--- config.mk ---
export PLATFORM = sky130hd
export DESIGN_NAME = alu_result_fifo
export DESIGN_NICKNAME = d
export VERILOG_FILES = /design/src/rtl/alu_result_fifo.sv
export SDC_FILE = /design/constraint.sdc
export NUM_CORES = 1
export LEC_CHECK = 0
export BUFFER_PORTS_ARGS = -buffer_cell sky130_fd_sc_hd__buf_2
export CAP_MARGIN = 20
export CORE_MARGIN = 3
export CORE_UTILIZATION = 49
export DETAILED_ROUTE_END_ITERATION = 6
export GPL_TIMING_DRIVEN = 0
export HOLD_SLACK_MARGIN = 0.03
export PLACE_DENSITY = 0.74
export SYNTH_ARGS = -nofsm -noshare
export SYNTH_HDL_FRONTEND = slang
export SYNTH_SLANG_ARGS = --single-unit
--- constraint.sdc ---
create_clock -name clk -period 2.3 [get_ports clk]
set_clock_uncertainty 0.2 [all_clocks]
set_input_delay 0.46 -clock clk [delete_from_list [all_inputs] [get_ports clk]]
set_output_delay 0.46 -clock clk [all_outputs]
set_load 0.01 [all_outputs]
--- src/rtl/alu_result_fifo.sv ---
// alu_result_fifo: FWFT FIFO buffering ALU results with flags recomputed over the selected width
// Ports:
//   clk, rst_n                 clock, asynchronous active-low reset
//   in_valid/in_ready          upstream handshake; in_ready = not full
//   in_opcode, in_result,
//   in_mult_result             ALU opcode and results captured at push
//   out_valid/out_ready        downstream handshake; out_valid = not empty
//   out_data, out_is_mult,
//   out_zero, out_sign         head entry, all zero while empty
//   count                      occupancy
//   zero_seen, clear_sticky    sticky record of a zero entry being pushed, and its clear
//   stall_cnt                  saturating count of cycles upstream was refused
module alu_result_fifo #(
    parameter int N     = 2,
    parameter int DEPTH = 4,
    parameter int SW    = 8
) (
    input  logic                     clk,
    input  logic                     rst_n,
    input  logic                     in_valid,
    output logic                     in_ready,
    input  logic [3:0]               in_opcode,
    input  logic [N-1:0]             in_result,
    input  logic [2*N-1:0]           in_mult_result,
    output logic                     out_valid,
    input  logic                     out_ready,
    output logic [2*N-1:0]           out_data,
    output logic                     out_is_mult,
    output logic                     out_zero,
    output logic                     out_sign,
    output logic [$clog2(DEPTH):0]   count,
    output logic                     zero_seen,
    input  logic                     clear_sticky,
    output logic [SW-1:0]            stall_cnt
);
    localparam int AW = $clog2(DEPTH);
    localparam int CW = AW + 1;
    localparam int EW = 2 * N + 3;

    // entry layout: {is_mult, zero, sign, data}
    logic [EW-1:0]    mem [DEPTH];
    logic [AW-1:0]    wr_ptr, rd_ptr;
    logic             push, pop, in_is_mult, in_zero, in_sign;
    logic [2*N-1:0]   in_data;
    logic [EW-1:0]    head;

    assign in_is_mult = in_opcode == 4'b1001;
    assign in_data    = in_is_mult ? in_mult_result : {{N{1'b0}}, in_result};
    assign in_zero    = in_data == '0;
    assign in_sign    = in_is_mult ? in_mult_result[2*N-1] : in_result[N-1];

    assign in_ready   = count != CW'(DEPTH);
    assign out_valid  = count != '0;
    assign push       = in_valid && in_ready;
    assign pop        = out_valid && out_ready;

    // gate the head so stale storage never shows while empty
    assign head = out_valid ? mem[rd_ptr] : '0;
    assign {out_is_mult, out_zero, out_sign, out_data} = head;

    always_ff @(posedge clk) begin
        if (push)
            mem[wr_ptr] <= {in_is_mult, in_zero, in_sign, in_data};
    end

    always_ff @(posedge clk or negedge rst_n) begin
        if (!rst_n) begin
            wr_ptr    <= '0;
            rd_ptr    <= '0;
            count     <= '0;
            zero_seen <= 1'b0;
            stall_cnt <= '0;
        end else begin
            wr_ptr    <= wr_ptr + AW'(push);
            rd_ptr    <= rd_ptr + AW'(pop);
            count     <= count + CW'(push) - CW'(pop);
            // a new zero push wins over a simultaneous clear
            zero_seen <= (push && in_zero) || (zero_seen && !clear_sticky);
            stall_cnt <= stall_cnt + SW'(in_valid && !in_ready && stall_cnt != '1);
        end
    end
endmodule
==> impl_results.md <==
* Outcome: finished clean
* Placeable Area at 3520 um^2
* Initial antenna violation count at 0
* CP Max Fanout at 5
* Final period util at 98.5%
* Fraction of power consumed by sequential logic at 41.9%
* Vias in the first global route at 1129
* Internal Dissipation at 1.92 mW
* Worst-case clock buffer depth at 2
* Count of routing violations after the opening detailed-route iteration at 92
* Setup_tns at 0 ns
* Slew Limit Headroom at 53.7%
* Largest net degree at the start of global routing at 17
* Area Growth Syn to Fin at 24.1%
* Count of distinct cell types in the synthesized netlist at 33
* Logic pwr share at 41.9%
* Worst path cell trace: buf_6 > mux4_2 > and2_4 > buf_6
* Warnings from Yosys at 0
* Cell type contributing the most total cell area after synthesis: edfxtp_1
* Final global-route overflow total at 0
* Number of placed cells counting well taps at 196
* Residual DRC count at 0
* Maximum VDD drop at 0.000570 V
* Post-route design area at 2330 um^2
* Cell depth of the worst flop-to-flop path at 8
* Cell area power density at 1210 nW/um^2
* Flip-flop and latch count after synthesis at 44
* Clock slew at the register clock pins of the worst setup and hold paths at 0.08 ns
* Final slew viol count at 0
* Element type at the critical path start: register
* Static leakage power at 0.981 nW
* Slew @ Worst Pin at 0.693 ns
* Share of layout cells above drive strength 1 at 46.1%
* Setup slack of the most critical reg-to-reg path at 0.06 ns
* Post-route insts no fill at 213
* CP dominant cell by count: buf_6
* Critical path data required time at 1.64 ns
* Antenna diode count at 0
* Starting Density at 53.4%
* Arrival @ worst endpoint at 1.61 ns
* Routability congestion estimate from global placement at 0.710
* Number of violations of the max-capacitance limit at 0
* RSZ-0062 raised after global routing: true
* Fraction of power consumed by the clock network at 16.1%
* Final routed wirelength across all metal layers at 3480 um
* Synth Area per Inst at 16.5 um^2
* Register area share after synthesis at 66.0%
* Clock latency of the later-clocked register in the worst-skew pair at 0.29 ns
* Number of hold-slack violations in the final timing report at 0
* Final setup viols at 0
* First-pass GRT wire length at 5680 um
* Row count at 21
* End-of-flow core utilization at 66.3%
* Cells taking the most area after synthesis: edfxtp_1 45%, dfrtp_1 21%, mux4_2 8.4%, xnor2_1 4.2%, and2_1 3.0%
* Number of stages on the worst hold path at 3
* Post-layout minimum cycle time at 2.27 ns
* CP max stage delay at 0.52 ns
* DR vias/cell at 5.29
* Highest clock frequency the design can meet at 441 MHz
* Die ar. at 4620 um^2
* Post-synthesis net count at 134
* Number of top-level pins at 36
* Number of I/O port buffers at 35
* Switching power share of the total at 31.8%
* Fraction of synthesized cell area taken by the top area cell type at 44.7%
* Average wire per standard cell at 16.3 um
* Kind of end point of the critical path: primary output
* Vias after detailed routing at 1126
* CTS tree: done
* Number of standard cells after synthesis at 114
* Master cell of the clock root buffer: clkbuf_8
* Gr usage total at 17.4%
* Synthesized area at 1880 um^2
* Count of antenna-violating nets left after detailed routing at 0
* Number of search-and-repair iterations in the first detailed-routing pass at 4
* Num CTS Buffers at 5
* Fill cell instance count of the final layout at 267
* Post-detailed-placement half-perimeter wirelength at 2540 um
* Crit path kind: register to primary output
* Cell with the largest stage delay on the worst path: mux4_2
* Net load switching power at 0.896 mW
* Number of sinks on the clock net at 44
* Hold Path Class: primary input to register
* Depth of the CTS H-tree at 2
* Die boundary width at 68.0 um
* Final net count at 186
* Cell area after placement at 2120 um^2
* Die height at 68.0 um
[layout by cell type (no fill, tap or decap), drive strengths merged, types with 2 or more instances in the layout]
cell type and n:
inv 4, and2 9, xor2 3, nand2 5
and3 2, xnor2 9, buf 47, edfxtp 28
clkbuf 7, mux4 7, and4 2, nand3 5
mux2 2, dfrtp 16, nor3b 2, ha 4
nand2b 2
[cell families after synthesis]
group,Yosys count,synth area share (%)
xor+xnor,12,5.59
flops,44,66.0
mux,9,9.77
compound gates,2,0.865
buf+inv,8,2.46
fa+ha+maj,5,3.72
simple gates,34,11.6
[layout make-up]
cell class,instances,area (um^2),area share [%]
Inverter,4,17.5,0.750
Sequential cell,44,1240,53.2
Buffer,4,31.3,1.34
Clock buffer,6,72.6,3.11
Tap cell,46,57.6,2.47
Multi-Input combinational cell,62,622,26.6
Clock inverter,2,12.5,0.536
Timing Repair Buffer,45,279,12.0
[sequential cells by signal, summed over array words and instances (netlist names)]
| signal | cells |
|---|---|
| count | 3 |
| mem | 28 |
| zero_seen | 1 |
| wr_ptr | 2 |
| stall_cnt | 8 |
| rd_ptr | 2 |
[final timing paths]
path / startpoint / end
max in group asynchronous: rst_n / count[1]
worst min register to register: stall_cnt[7] / stall_cnt[7]
min in group asynchronous: rst_n / stall_cnt[3]
worst min-delay path: out_ready / rd_ptr[1]
worst max-delay path: rd_ptr[0] / out_data[3]
worst max register to register: count[0] / count[2]
[power groups by stage]
stage | Combinational (mW) | Sequential (mW) | Clock [mW]
3_5_place_dp | 0.955 | 1.20 | 0
4_1_cts | 0.998 | 1.18 | 0.464
5_1_grt | 1.30 | 1.21 | 0.498
6_report | 1.18 | 1.18 | 0.454
2_1_floorplan | 0.611 | 1.20 | 0
3_3_place_gp | 0.909 | 1.17 | 0
[synth_stat cells (all sizes together)]
master  count
nand2b      2
and2        9
and3        2
nor3b       2
xor2        3
and4        2
buf         3
ha          4
a22o        1
a211oi      1
or3         1
nor4        1
edfxtp     28
inv         4
dfrtp      16
nand3       5
nand4       1
nor3        1
or3b        1
nor2        1
mux2        2
clkbuf      1
mux4        7
fa          1
nand2       5
xnor2       9
nor4bb      1
[stage by stage]
| stage | hold WS [ns] | power [mW] | worst slack [ns] |
|---|---|---|---|
| 2_1_floorplan | -0.0356 | 1.81 | 0.00728 |
| 3_3_place_gp | 0.180 | 2.08 | 0.00892 |
| 3_5_place_dp | 0.191 | 2.15 | -0.0192 |
| 4_1_cts | 0.235 | 2.64 | 0.0151 |
| 5_1_grt | 0.257 | 3.01 | -0.0519 |
| 6_report | 0.258 | 2.82 | 0.0343 |
[layer usage]
layer / GRT usage [%] / routed length [um] / vias up / share of wire (%)
li1: - / - / 523 / -
met1: 22.0 / 1360 / 569 / 39
met2: 29.8 / 1900 / 29 / 55
met3: 3.94 / 173 / 5 / 5.0
met4: 5.21 / 39 / 0 / 1.1
met5: 0 / 0 / - / 0
[worst max-delay path, delay by kind of cell, from the launching register on]
family / cells / cell delay, ns
muxes: 1 / 0.52
DFF: 1 / 0.39
and+or+nand+nor: 1 / 0.16
buffers and inverters: 2 / 0.26
[timing repair]
| item | CTS | global route |
|---|---|---|
| endpoints found under the hold margin | 16 | 0 |
| gates resized for setup | 3 | 14 |
| endpoints found under the setup margin | 9 | 9 |
| pin swaps | 2 | 7 |
| cloned | 1 | 0 |
| hold buffers | 1 | 0 |
| buffers inserted | 1 | 5 |
Power figures use the tool's default switching activity.
